`config.mk`:
```
export PLATFORM = sky130hd
export DESIGN_NAME = muldiv_seq
export DESIGN_NICKNAME = d
export VERILOG_FILES = /design/src/rtl/muldiv_seq.sv
export SDC_FILE = /design/constraint.sdc
export NUM_CORES = 1
export LEC_CHECK = 0
export CAP_MARGIN = 30
export CORE_MARGIN = 5
export CORE_UTILIZATION = 40
export CTS_CLUSTER_DIAMETER = 50
export CTS_CLUSTER_SIZE = 20
export DETAILED_ROUTE_END_ITERATION = 6
export HOLD_SLACK_MARGIN = 0.06
export PLACE_DENSITY = 0.56
export SKIP_CTS_REPAIR_TIMING = 1
export SLEW_MARGIN = 15
export SYNTH_ARGS = -nofsm -noshare
export SYNTH_HDL_FRONTEND = slang
export SYNTH_SLANG_ARGS = --single-unit
```
`constraint.sdc`:
```
create_clock -name clk -period 8.7 [get_ports clk]
set_clock_uncertainty 0.2 [all_clocks]
set_input_delay 1.74 -clock clk [delete_from_list [all_inputs] [get_ports clk]]
set_output_delay 1.74 -clock clk [all_outputs]
set_load 0.02 [all_outputs]
```
`src/rtl/muldiv_seq.sv`:
```
// Iterative RV32M multiply/divide unit: one shift-add or restoring-divide
// step per cycle, with valid/ready request and response handshakes.
module muldiv_seq #(
  parameter int XLEN  = 32,
  parameter int CNT_W = 6
) (
  input  logic            clk,
  input  logic            rst,
  input  logic            flush,
  input  logic            req_valid,
  output logic            req_ready,
  input  logic [2:0]      req_op,
  input  logic [XLEN-1:0] req_a,
  input  logic [XLEN-1:0] req_b,
  input  logic [4:0]      req_rd,
  output logic            resp_valid,
  input  logic            resp_ready,
  output logic [XLEN-1:0] resp_data,
  output logic [4:0]      resp_rd,
  output logic            busy
);

  localparam logic [1:0] S_IDLE  = 2'd0;
  localparam logic [1:0] S_CALC  = 2'd1;
  localparam logic [1:0] S_FIXUP = 2'd2;
  localparam logic [1:0] S_DONE  = 2'd3;

  localparam logic [2:0] OP_MUL    = 3'b000;
  localparam logic [2:0] OP_MULH   = 3'b001;
  localparam logic [2:0] OP_MULHSU = 3'b010;
  localparam logic [2:0] OP_DIV    = 3'b100;
  localparam logic [2:0] OP_REM    = 3'b110;

  logic [1:0]        state;
  logic [CNT_W-1:0]  cnt;
  logic [2:0]        op_q;
  logic [4:0]        rd_q;
  logic              neg_q;
  logic [XLEN-1:0]   mag_a;
  logic [XLEN-1:0]   mag_b;
  // Multiply: {product high, multiplier/product low}. Divide: {remainder, quotient}.
  logic [2*XLEN-1:0] acc;

  logic              accept;
  logic              a_signed, b_signed, a_neg, b_neg;
  logic [XLEN-1:0]   abs_a, abs_b;
  logic              special;
  logic [XLEN-1:0]   special_res;
  logic              is_div_q;

  logic [XLEN:0]     mul_sum;
  logic [XLEN:0]     div_shift;
  logic [XLEN:0]     div_diff;
  logic [2*XLEN-1:0] acc_step;
  logic [2*XLEN-1:0] prod_fix;
  logic [XLEN-1:0]   div_sel;
  logic [XLEN-1:0]   fix_res;

  assign req_ready = (state == S_IDLE) && !flush;
  assign busy      = (state != S_IDLE);
  assign accept    = req_valid && req_ready;
  assign is_div_q  = op_q[2];

  always_comb begin
    a_signed = (req_op == OP_MUL) || (req_op == OP_MULH) || (req_op == OP_MULHSU) ||
               (req_op == OP_DIV) || (req_op == OP_REM);
    b_signed = (req_op == OP_MUL) || (req_op == OP_MULH) ||
               (req_op == OP_DIV) || (req_op == OP_REM);
    a_neg    = a_signed && req_a[XLEN-1];
    b_neg    = b_signed && req_b[XLEN-1];
    abs_a    = a_neg ? -req_a : req_a;
    abs_b    = b_neg ? -req_b : req_b;

    special     = 1'b0;
    special_res = '0;
    if (req_op[2] && (req_b == '0)) begin
      special     = 1'b1;
      special_res = req_op[1] ? req_a : '1;
    end else if (((req_op == OP_DIV) || (req_op == OP_REM)) &&
                 (req_a == {1'b1, {(XLEN-1){1'b0}}}) && (req_b == '1)) begin
      special     = 1'b1;
      special_res = req_op[1] ? '0 : {1'b1, {(XLEN-1){1'b0}}};
    end
  end

  always_comb begin
    mul_sum   = {1'b0, acc[2*XLEN-1:XLEN]} + (acc[0] ? {1'b0, mag_a} : '0);
    div_shift = {acc[2*XLEN-1:XLEN], acc[XLEN-1]};
    div_diff  = div_shift - {1'b0, mag_b};
    acc_step  = '0;
    if (is_div_q) begin
      if (!div_diff[XLEN])
        acc_step = {div_diff[XLEN-1:0], acc[XLEN-2:0], 1'b1};
      else
        acc_step = {div_shift[XLEN-1:0], acc[XLEN-2:0], 1'b0};
    end else begin
      acc_step = {mul_sum, acc[XLEN-1:1]};
    end
  end

  always_comb begin
    prod_fix = neg_q ? -acc : acc;
    div_sel  = op_q[1] ? acc[2*XLEN-1:XLEN] : acc[XLEN-1:0];
    fix_res  = '0;
    if (is_div_q)
      fix_res = neg_q ? -div_sel : div_sel;
    else if (op_q == OP_MUL)
      fix_res = prod_fix[XLEN-1:0];
    else
      fix_res = prod_fix[2*XLEN-1:XLEN];
  end

  always_ff @(posedge clk or posedge rst) begin
    if (rst) begin
      state      <= S_IDLE;
      cnt        <= '0;
      op_q       <= '0;
      rd_q       <= '0;
      neg_q      <= 1'b0;
      mag_a      <= '0;
      mag_b      <= '0;
      acc        <= '0;
      resp_valid <= 1'b0;
      resp_data  <= '0;
      resp_rd    <= '0;
    end else if (flush) begin
      state      <= S_IDLE;
      cnt        <= '0;
      resp_valid <= 1'b0;
    end else begin
      case (state)
        S_IDLE: begin
          if (accept) begin
            op_q  <= req_op;
            rd_q  <= req_rd;
            neg_q <= (req_op[2] && req_op[1]) ? a_neg : (a_neg ^ b_neg);
            mag_a <= abs_a;
            mag_b <= abs_b;
            acc   <= req_op[2] ? {{XLEN{1'b0}}, abs_a} : {{XLEN{1'b0}}, abs_b};
            if (special) begin
              state      <= S_DONE;
              resp_valid <= 1'b1;
              resp_data  <= special_res;
              resp_rd    <= req_rd;
            end else begin
              state <= S_CALC;
              cnt   <= CNT_W'(XLEN);
            end
          end
        end
        S_CALC: begin
          acc <= acc_step;
          cnt <= cnt - 1'b1;
          if (cnt == CNT_W'(1))
            state <= S_FIXUP;
        end
        S_FIXUP: begin
          state      <= S_DONE;
          resp_valid <= 1'b1;
          resp_data  <= fix_res;
          resp_rd    <= rd_q;
        end
        S_DONE: begin
          if (resp_ready) begin
            state      <= S_IDLE;
            resp_valid <= 1'b0;
          end
        end
        default: state <= S_IDLE;
      endcase
    end
  end

endmodule

```
==> metrics.cfg <==
[routing]
postRouteAntennaNets=0
drt_first_pass_iters=6
initialDrtViolationCount=1608
drc=0
wl_per_cell_um=23.6
vias=17000
via_per_inst=6.08
drt-total-wl_um=65900

[global_routing]
grtUsageMet3_pct=5.33
gr-total-overflow=0
grtUsageMet1_pct=38.4
grt-busiest-layer=met2
grt_usage_pct=27.6
grt_antenna_before_repair=1
use_met2_pct=43.4
grt_pass1_vias=16200
grt_pass1_wl_um=100000
grt_max_degree=106

[clock_tree]
cts_sinks=183
cts_made_buffers=17
cts_tree=yes
htreeDepth=4
cts-root-buf=clkbuf_16
clock_path_buffers=2
clk_latency_ns=0.51
cts.clk_slew.worst_paths_ns=0.07

[timing]
hold_viol=0
slew_headroom_pct=34.5
grt_setup_unrepaired=no
fin_tns_setup_ns=0
setup_viol=0
slew_viol_final=0
period_needed_ns=5.77
fin_crit_sh_pct=66.3
setup_ws_ns=2.93
worst_pin_slew_ns=0.982
fmax_mhz=173

[floorplanning]
die_area_um2=47200
start_util_pct=40.2
chipWidth_um=217
fp-row-count=76
ioPinCount=117
die_h_um=217
core_area_um2=42800

[flow_run]
cap_viol_max_count=0

[critical_path]
crit_path_cell_trace=clkdlybuf4s50_1, inv_1, ha_1, or4b_2, nor4_1, buf_4, nand3_1, nor3_1, o21ai_1, a21boi_4, buf_4, mux2_2
cpMostUsedCell=buf_4
crit_path_top_delay_cell=or4b_2
path_class=input pin to flip-flop
cp.required_ns=8.88
critPathMaxStageDelay_ns=0.66
cp-end-kind=flip-flop
path_max_fanout=36
worstPathArrival_ns=5.95
crit_path_start_kind=input pin

[placed_design]
dp_slack_ns=2.17
io_buffers=116
gp_congestion=0.941
post_dp_cell_area_um2=18700
dp_hpwl_um=50900

[synth]
synthFlopType=dfrtp_1
ys_async_sr_fraction_pct=100
syn-cell-area_um2=17200
synth_edf_count=0
synth_nets=2375
ys_types=77
yosysWarnings=0
synth.area.top_cells=dfrtp_1, o21ai_0, xnor2_1
post_synth.cell_area_avg_um2=7.74
yosys.area.top_type_share_pct=26.6
ys_seq_area_share_pct=26.6
ys_ff_latch=183
yosysTopAreaCell=dfrtp_1
netlist_instances=2221

[power]
p_per_area_nw_per_um2=354
ir_drop_v=0.000248
power.leakage_uw=0.00793

[cells_and_area]
final_cell_area_um2=19300
layout.nets=2387
layout-drive-gt1-share_pct=6.54
diodes=0
syn2layout_area_growth_pct=12.5

[hold_path]
min_path_type=flip-flop to flip-flop

[status]
status=finished, final reports clean

==> layout make-up <==
type / instances / area [um2]
clock buffer: 25 / 485
timing repair buffer: 150 / 1440
fill: 4365 / 23400
sequential: 183 / 4580
tap: 546 / 683
inverter: 77 / 297
multi-input combinational: 1804 / 11700
clock inverter: 7 / 118
==> registers in the layout, indices dropped and copies added, names as in the netlist <==
name,cells
op_q,3
mag_a,32
acc,64
rd_q,5
state,2
mag_b,32
resp_data,32
resp_valid,1
resp_rd,5
cnt,6
neg_q,1
==> cells in the mapped netlist, drive strengths merged, types with 17 or more instances <==
cell / instances
nand4: 31
mux2i: 80
o211ai: 23
a21oi: 173
xor2: 79
ha: 75
buf: 34
nand2: 219
a31oi: 23
o21ai: 243
a21o: 31
nor2: 195
a22oi: 17
and2: 41
nor2b: 17
dfrtp: 183
clkbuf: 123
xnor2: 113
inv: 75
nand3: 33
a211oi: 37
mux2: 42
nor4: 27
nor3: 47
nand2b: 21
o31ai: 38
==> stage by stage <==
step	hold slack (ns)	util, %	total power, uW	instances
after floorplan	0.241	-	4660	2221
after global placement	0.258	43.6	5900	2753
after detailed placement	0.267	43.7	5940	2757
after CTS	0.282	45.1	6810	2789
after global routing	0.296	45.2	7380	2792
final	0.280	45.2	6850	2792
==> critical path: cells and delay by family <==
family,cells,cell delay (ns)
simple gates,4,1.61
fa+ha+maj,1,0.18
compound gates,2,0.73
mux,1,0.37
buf+inv,4,1.29
==> layer usage <==
metal  wire length [um]  share of wire, %
met3               4350               6.6
met5                  0                 0
met4               1820               2.8
met1              29500                45
met2              30200                46
==> power by group <==
group,switching [uW],internal (uW)
clock,378,474
combinational,2510,1690
sequential,569,1230
==> kinds of logic after synthesis <==
family,after synthesis,synth area share [%]
flops,183,26.6
mux,122,7.41
xor+xnor,192,9.78
buf+inv,234,5.29
compound gates,690,24.6
simple gates,723,20.6
fa+ha+maj,77,5.69
==> cell usage in the layout, fill, tap and decap left out, drive strengths merged, types with 15 or more instances in the layout <==
| cell | n |
|---|---|
| o31ai | 38 |
| clkbuf | 26 |
| xnor2 | 113 |
| dfrtp | 183 |
| a21oi | 173 |
| nor2b | 17 |
| and2 | 41 |
| clkdlybuf4s50 | 115 |
| or2 | 16 |
| a21o | 31 |
| and3 | 15 |
| nand4 | 31 |
| nand3 | 33 |
| xor2 | 79 |
| nor2 | 195 |
| nor4 | 27 |
| mux2i | 80 |
| nor3 | 47 |
| a31oi | 23 |
| a211oi | 37 |
| nand2 | 219 |
| o211ai | 23 |
| a22oi | 17 |
| mux2 | 42 |
| ha | 75 |
| buf | 34 |
| nand2b | 21 |
| or4 | 16 |
| o21ai | 243 |
| inv | 75 |
==> path summary, 6_finish.rpt <==
check                               from            end  slack (ns)  depth (start not counted)
max in group asynchronous            rst      mag_b[16]        5.45                          4
worst min register to register  mag_a[2]       mag_a[2]        0.28                          2
worst max register to register   acc[31]        acc[32]        3.62                         13
worst min-delay path            mag_a[2]       mag_a[2]        0.28                          2
min in group asynchronous            rst         cnt[4]        1.59                          2
worst max-delay path            req_a[0]  resp_data[22]        2.93                         12
Power figures use the tool's default switching activity.
